===== src/rtl/debug_sender_scheduler_pkg.sv =====
// Shared encodings for the debug sender scheduler and the DebugDataSender it drives.
package debug_pkg;

  localparam int DBG_WORD_W = 40;

  // Values of the sender's state output, matching DebugDataSender.
  localparam logic STATE_EMPTY  = 1'b0;
  localparam logic STATE_STORED = 1'b1;

  typedef enum logic [2:0] {
    SCH_IDLE,
    SCH_ISSUE,
    SCH_WAIT_START,
    SCH_WAIT_DONE,
    SCH_GAP
  } sch_state_t;

  // Overwrites the top three bits of a word with the requester index.
  function automatic logic [DBG_WORD_W-1:0] tag_word(input logic [DBG_WORD_W-1:0] word,
                                                     input logic [2:0] id);
    return {id, word[DBG_WORD_W-4:0]};
  endfunction

endpackage


===== src/rtl/debug_sender_scheduler_if.sv =====
// Requester and sender-side signals of the debug sender scheduler.
interface debug_sender_scheduler_if #(
  parameter int NUM_REQ = 4
);
  import debug_pkg::*;

  logic [NUM_REQ-1:0]            req;
  logic [NUM_REQ*DBG_WORD_W-1:0] req_data;
  logic [NUM_REQ-1:0]            ack;
  logic                          store;
  logic [DBG_WORD_W-1:0]         data;
  logic                          sender_state;

  modport master (
    input  req, req_data, sender_state,
    output ack, store, data
  );

  modport slave (
    output req, req_data, sender_state,
    input  ack, store, data
  );

endinterface


===== src/rtl/debug_sender_scheduler_rr_arbiter.sv =====
// Combinational round-robin pick: first set request at or above rr_ptr, wrapping.
module rr_arbiter #(
  parameter int NUM_REQ = 4
) (
  input  logic [NUM_REQ-1:0] req,
  input  logic [2:0]         rr_ptr,
  output logic               valid,
  output logic [2:0]         idx
);

  localparam int IW = (NUM_REQ > 1) ? $clog2(NUM_REQ) : 1;

  always_comb begin
    valid = 1'b0;
    idx   = 3'd0;
    for (int k = 0; k < NUM_REQ; k++) begin
      logic [3:0] pos;
      pos = 4'(rr_ptr) + 4'(k);
      if (pos >= 4'(NUM_REQ)) pos = pos - 4'(NUM_REQ);
      if (!valid && req[pos[IW-1:0]]) begin
        valid = 1'b1;
        idx   = pos[2:0];
      end
    end
  end

endmodule


===== src/rtl/debug_sender_scheduler.sv =====
// Shares one DebugDataSender between NUM_REQ requesters: round-robin grant, one store
// pulse per word, then waits for the sender's frame (synchronised state) before re-arbitrating.
module debug_sender_scheduler
  import debug_pkg::*;
#(
  parameter int NUM_REQ       = 4,
  parameter int START_TIMEOUT = 64,
  parameter int GAP_CYCLES    = 4,
  parameter int TAG_EN        = 0
) (
  input  logic                    in_clk,
  input  logic                    reset,
  debug_sender_scheduler_if.master bus,
  output logic                    busy,
  output logic [2:0]              grant_id,
  output logic                    timeout_err,
  output logic [15:0]             sent_count
);

  localparam int CNT_MAX = (START_TIMEOUT > GAP_CYCLES) ? START_TIMEOUT : GAP_CYCLES;
  localparam int CNT_W   = $clog2(CNT_MAX) + 1;

  sch_state_t            state;
  logic [CNT_W-1:0]      cnt;
  logic [2:0]            rr_ptr;
  logic                  st_meta;
  logic                  sync_st;
  logic                  store_q;
  logic [NUM_REQ-1:0]    ack_q;
  logic [DBG_WORD_W-1:0] data_q;
  logic [15:0]           sent_q;
  logic                  pick_vld;
  logic [2:0]            pick_idx;
  logic [DBG_WORD_W-1:0] raw_word;
  logic [DBG_WORD_W-1:0] pick_word;

  assign bus.store  = store_q;
  assign bus.ack    = ack_q;
  assign bus.data   = data_q;
  assign sent_count = sent_q;

  rr_arbiter #(.NUM_REQ(NUM_REQ)) u_arb (
    .req    (bus.req),
    .rr_ptr (rr_ptr),
    .valid  (pick_vld),
    .idx    (pick_idx)
  );

  always_comb begin
    raw_word  = bus.req_data[int'(pick_idx)*DBG_WORD_W +: DBG_WORD_W];
    pick_word = (TAG_EN != 0) ? tag_word(raw_word, pick_idx) : raw_word;
  end

  // sender_state lives in the sender's out_clk domain.
  always_ff @(posedge in_clk) begin
    if (reset) begin
      st_meta <= 1'b0;
      sync_st <= 1'b0;
    end else begin
      st_meta <= bus.sender_state;
      sync_st <= st_meta;
    end
  end

  always_ff @(posedge in_clk) begin
    if (reset) begin
      state       <= SCH_IDLE;
      cnt         <= '0;
      rr_ptr      <= 3'd0;
      store_q     <= 1'b0;
      ack_q       <= '0;
      data_q      <= '0;
      busy        <= 1'b0;
      grant_id    <= 3'd0;
      timeout_err <= 1'b0;
      sent_q      <= 16'd0;
    end else begin
      case (state)
        SCH_IDLE: begin
          if (pick_vld) begin
            grant_id <= pick_idx;
            data_q   <= pick_word;
            rr_ptr   <= (pick_idx == 3'(NUM_REQ - 1)) ? 3'd0 : pick_idx + 3'd1;
            store_q  <= 1'b1;
            ack_q    <= NUM_REQ'(1) << pick_idx;
            busy     <= 1'b1;
            state    <= SCH_ISSUE;
          end
        end
        SCH_ISSUE: begin
          store_q <= 1'b0;
          ack_q   <= '0;
          cnt     <= '0;
          state   <= SCH_WAIT_START;
        end
        SCH_WAIT_START: begin
          cnt <= cnt + CNT_W'(1);
          // A late start seen on the timeout cycle still counts as a start.
          if (sync_st == STATE_STORED) begin
            state <= SCH_WAIT_DONE;
          end else if (cnt == CNT_W'(START_TIMEOUT - 1)) begin
            timeout_err <= 1'b1;
            cnt         <= '0;
            state       <= SCH_GAP;
          end
        end
        SCH_WAIT_DONE: begin
          if (sync_st == STATE_EMPTY) begin
            sent_q <= sent_q + 16'd1;
            cnt    <= '0;
            state  <= SCH_GAP;
          end
        end
        SCH_GAP: begin
          if (cnt == CNT_W'(GAP_CYCLES - 1)) begin
            busy  <= 1'b0;
            state <= SCH_IDLE;
          end else begin
            cnt <= cnt + CNT_W'(1);
          end
        end
        default: state <= SCH_IDLE;
      endcase
    end
  end

endmodule


===== src/flat_wrapper.sv =====
// flat-port wrapper written by rule: the top's interface ports become plain ports
module debug_sender_scheduler_flat import debug_pkg::*;
#(
  parameter int NUM_REQ       = 4,
  parameter int START_TIMEOUT = 64,
  parameter int GAP_CYCLES    = 4,
  parameter int TAG_EN        = 0
)
  (in_clk, reset, busy, grant_id, timeout_err, sent_count, bus_req, bus_req_data, bus_sender_state, bus_ack, bus_store, bus_data);
  debug_sender_scheduler_if #(.NUM_REQ(NUM_REQ)) bus_i ();
  input  logic in_clk;
  input  logic reset;
  output logic busy;
  output logic [2:0] grant_id;
  output logic timeout_err;
  output logic [15:0] sent_count;
  input wire logic [$bits(bus_i.req)-1:0] bus_req;
  input wire logic [$bits(bus_i.req_data)-1:0] bus_req_data;
  input wire logic [$bits(bus_i.sender_state)-1:0] bus_sender_state;
  output wire logic [$bits(bus_i.ack)-1:0] bus_ack;
  output wire logic [$bits(bus_i.store)-1:0] bus_store;
  output wire logic [$bits(bus_i.data)-1:0] bus_data;
  assign bus_i.req = bus_req;
  assign bus_i.req_data = bus_req_data;
  assign bus_i.sender_state = bus_sender_state;
  assign bus_ack = bus_i.ack;
  assign bus_store = bus_i.store;
  assign bus_data = bus_i.data;
  debug_sender_scheduler #(.NUM_REQ(NUM_REQ), .START_TIMEOUT(START_TIMEOUT), .GAP_CYCLES(GAP_CYCLES), .TAG_EN(TAG_EN)) u_core (.in_clk(in_clk), .reset(reset), .bus(bus_i), .busy(busy), .grant_id(grant_id), .timeout_err(timeout_err), .sent_count(sent_count));
endmodule

===== config.mk =====
export PLATFORM = sky130hd
export DESIGN_NAME = debug_sender_scheduler_flat
export DESIGN_NICKNAME = d
export VERILOG_FILES = /design/src/rtl/debug_sender_scheduler_pkg.sv /design/src/rtl/debug_sender_scheduler_if.sv /design/src/rtl/debug_sender_scheduler_rr_arbiter.sv /design/src/rtl/debug_sender_scheduler.sv /design/src/flat_wrapper.sv
export SDC_FILE = /design/constraint.sdc
export NUM_CORES = 1
export LEC_CHECK = 0
export ABC_AREA = 0
export CAP_MARGIN = 20
export CORE_ASPECT_RATIO = 0.8
export CORE_MARGIN = 2
export CORE_UTILIZATION = 44
export CTS_CLUSTER_DIAMETER = 40
export CTS_CLUSTER_SIZE = 12
export DETAILED_ROUTE_END_ITERATION = 10
export PLACE_DENSITY_LB_ADDON = 0.25
export SYNTH_ARGS = -nofsm -noshare
export SYNTH_HDL_FRONTEND = slang
export SYNTH_SLANG_ARGS = --single-unit

===== constraint.sdc =====
create_clock -name in_clk -period 7.5 [get_ports in_clk]
set_clock_uncertainty 0.05 [all_clocks]
set_input_delay 0.75 -clock in_clk [delete_from_list [all_inputs] [get_ports in_clk]]
set_output_delay 0.75 -clock in_clk [all_outputs]
set_load 0.01 [all_outputs]

==> metrics.txt <==
total standard cell area after synthesis=0.00459 mm²; count of flip-flops with a built-in enable after synthesis=0; CTS tree=built; Mapped Nets=633; crit path capture type=register; setup_tns=0 ns; maximum clock insertion buffer count=2; sink count of the clock tree=81; die span in x=118 µm; run status=complete, no violations; Avg Inst Size Synth=9.93 µm²; main flop type after synthesis=sky130_fd_sc_hd__dfxtp_1; PostCTS Resize Cnt=0; sum of net half-perimeters after detailed placement=11.0 mm; per-cell routed wire length=17.5 µm; Hold Buf Count CTS=0; # setup viols final=0; worst min path class=reg2reg; antenna diode count=0; top fanout value on the critical path=48; detailed-router iteration count before antenna repair=4; static leakage=2.85 nW; CTS root buffer=sky130_fd_sc_hd__clkbuf_16; Net count, final=847; routability-driven placement congestion ratio=between 0.8 and 0.9; post-detailed-route DRC marker count=0; Die Footprint=0.0113 mm²; worst hold slack across all endpoints=0.390 ns; pin count of the biggest net entering global routing=49; vertical die dimension=about 95 µm; total length of routed wires=14.4 mm; worst-margin pin slew=between 0.9 and 1 ns; unique cell type count in the Yosys netlist=49; ports placed on the boundary=233; ratio of routed vias to standard cells=5.40; data arrival at the endpoint of the critical path=between 4 and 5 ns; number of buffers inserted during clock tree synthesis=9; Max Fclk=243 MHz; pwr/cell area=329 mW/mm²; area growth from synthesis to layout=57.9%; Core Rows=33; Port Buf Inserts=232; Final period util=0.548; drt initial violations=169; fraction of registers with async set/reset=0; worst ir drop on vdd=roughly 230 µV; count of yosys warnings during synthesis=0; total congestion overflow=0; CP Data Required Time=7.64 ns; Max H-tree Level=3; clock latency at the later pin of the worst-skew pair=roughly 0.33 ns; share of post-route cells with drive strength above 1=0.106; part of the Yosys area used for sequential elements=0.353; path type of the worst setup path=reg2reg; fin. max-slew vios=0; vias after detailed routing=4433; Hold Fails Final Rpt=0; initial core utilization=0.450; number of setup buffers added after CTS=0; number of instances in the synthesized netlist=462; first-pass GRT wire length=22.0 mm; MaxCap Viol Count=0; number of antenna violations at the first check in global routing=0; setup repair after global routing missed its margin=no; number of storage elements in the synthesis netlist=a little over 80; post-route ant nets=0; minimum clock period=4.11 ns; CP Launch Type=register; aggregate global-route resource usage=0.245; Relative slew margins=0.371; CORE AREA=approximately 0.010 mm²; via count of the first global-routing pass=4285; clock edge transition at the registers on the reported setup and hold paths=0.06 ns
power by group:
group	internal, mW	leakage [nW]	switching [mW]
Combinational	0.649	2.04	0.670
Clock	0.261	0.144	0.186
Sequential	0.534	0.664	0.0852
state kept, by name, indices dropped and copies added (netlist names):
name and count:
u_core.st_meta 1, u_core.bus.ack 4, u_core.grant_id 3, u_core.cnt 7, u_core.bus.store 1, u_core.timeout_err 1
u_core.sync_st 1, u_core.rr_ptr 3, u_core.sent_count 16, u_core.state 3, u_core.busy 1, u_core.bus.data 40
critical path, cell delays in order, from the launching register on:
cell,delay [ns]
sky130_fd_sc_hd__dfxtp_1,0.75
sky130_fd_sc_hd__inv_1,0.19
sky130_fd_sc_hd__ha_1,0.41
sky130_fd_sc_hd__mux4_2,0.33
sky130_fd_sc_hd__nor2b_1,0.09
sky130_fd_sc_hd__o21ai_0,0.29
sky130_fd_sc_hd__and2_4,0.72
sky130_fd_sc_hd__buf_4,0.65
sky130_fd_sc_hd__mux2i_1,0.34
sky130_fd_sc_hd__o221ai_2,0.12
metal layers:
metal  global-route usage  wire, µm  vias up
met5                    0         0        -
met4               0.0964       422        0
met3               0.0712       863       29
met2                0.424      7200      167
met1                0.290      5920     2085
li1                     -         -     2152
area by class of cell:
| class | instances | area [µm²] |
|---|---|---|
| clock buffers | 9 | 225 |
| clock inverters | 7 | 78.8 |
| fillers | 787 | 2950 |
| inverters | 7 | 26.3 |
| multi-input cells | 339 | 2750 |
| flip-flops and latches | 81 | 1620 |
| well taps | 140 | 175 |
| repair buffers | 238 | 2370 |
cell usage in the layout (no fill, tap or decap), types with 7 or more instances in the layout:
cell,netlist,final
sky130_fd_sc_hd__clkdlybuf4s50_1,0,232
sky130_fd_sc_hd__mux2i_1,84,84
sky130_fd_sc_hd__dfxtp_1,81,81
sky130_fd_sc_hd__nand2_1,52,52
sky130_fd_sc_hd__o221ai_2,40,40
sky130_fd_sc_hd__nor2_1,39,38
sky130_fd_sc_hd__a21oi_1,13,13
sky130_fd_sc_hd__xor2_1,10,10
sky130_fd_sc_hd__xnor2_1,9,9
sky130_fd_sc_hd__clkbuf_16,0,9
sky130_fd_sc_hd__and3_1,8,8
sky130_fd_sc_hd__o21ai_0,8,8
sky130_fd_sc_hd__inv_1,7,7
synthesized netlist by cell type, types with 2 or more instances:
| cell type | number | share of area |
|---|---|---|
| sky130_fd_sc_hd__buf_6 | 5 | 0.012 |
| sky130_fd_sc_hd__nand3b_1 | 3 | 0.0049 |
| sky130_fd_sc_hd__a32oi_1 | 2 | 0.0038 |
| sky130_fd_sc_hd__nor3_1 | 6 | 0.0065 |
| sky130_fd_sc_hd__nor4_1 | 2 | 0.0027 |
| sky130_fd_sc_hd__o21ai_0 | 8 | 0.0087 |
| sky130_fd_sc_hd__clkbuf_1 | 11 | 0.0090 |
| sky130_fd_sc_hd__and4_1 | 3 | 0.0057 |
| sky130_fd_sc_hd__dfxtp_1 | 81 | 0.35 |
| sky130_fd_sc_hd__inv_1 | 7 | 0.0057 |
| sky130_fd_sc_hd__mux4_2 | 4 | 0.020 |
| sky130_fd_sc_hd__nor2b_1 | 6 | 0.0082 |
| sky130_fd_sc_hd__ha_1 | 4 | 0.011 |
| sky130_fd_sc_hd__o221ai_2 | 40 | 0.13 |
| sky130_fd_sc_hd__nor3b_1 | 2 | 0.0033 |
| sky130_fd_sc_hd__or3_1 | 4 | 0.0055 |
| sky130_fd_sc_hd__nand4_1 | 4 | 0.0055 |
| sky130_fd_sc_hd__xor2_1 | 10 | 0.019 |
| sky130_fd_sc_hd__a21o_1 | 2 | 0.0033 |
| sky130_fd_sc_hd__a211oi_1 | 4 | 0.0065 |
| sky130_fd_sc_hd__and3_1 | 8 | 0.011 |
| sky130_fd_sc_hd__a21oi_1 | 13 | 0.014 |
| sky130_fd_sc_hd__nand2_1 | 52 | 0.043 |
| sky130_fd_sc_hd__o221ai_1 | 2 | 0.0038 |
| sky130_fd_sc_hd__a221oi_1 | 3 | 0.0057 |
| sky130_fd_sc_hd__buf_2 | 17 | 0.019 |
| sky130_fd_sc_hd__mux2i_1 | 84 | 0.18 |
| sky130_fd_sc_hd__o31ai_1 | 2 | 0.0033 |
| sky130_fd_sc_hd__nand2b_1 | 2 | 0.0027 |
| sky130_fd_sc_hd__nor2_1 | 39 | 0.032 |
| sky130_fd_sc_hd__xnor2_1 | 9 | 0.017 |
| sky130_fd_sc_hd__nand3_1 | 6 | 0.0065 |
cell families after synthesis:
logic type               count (synthesis)  synth area share
AND/OR/NAND/NOR                        143             0.148
multiplexers                            88             0.203
AO/OA/AOI/OAI                           85             0.200
flip-flops                              81             0.353
buffers and inverters                   42            0.0480
XOR/XNOR                                19            0.0363
adder cells (fa/ha/maj)                  4            0.0109
metrics by stage:
| step | utilization | worst slack, ns | std cells | power [mW] | instance area (µm²) |
|---|---|---|---|---|---|
| floorplan | - | 4.37 | 462 | 1.57 | 4590 |
| global placement | 0.681 | 3.30 | 805 | 1.91 | 6940 |
| detailed placement | 0.681 | 3.11 | 805 | 1.95 | 6940 |
| CTS | 0.710 | 3.40 | 821 | 2.40 | 7250 |
| global route | 0.710 | 3.09 | 821 | 2.53 | 7250 |
| finish | 0.710 | 3.39 | 821 | 2.39 | 7250 |
path summary, 6_finish.rpt:
kind / startpoint / depth (start not counted) / slack [ns] / endpoint
worst min-delay path: u_core.st_meta / 1 / 0.39 / u_core.sync_st
worst max-delay path: u_core.rr_ptr[0] / 9 / 3.39 / u_core.bus.data[5]
worst max register to register: u_core.rr_ptr[0] / 9 / 3.39 / u_core.bus.data[5]
worst min register to register: u_core.st_meta / 1 / 0.39 / u_core.sync_st
(Power assumes the default switching activity.)
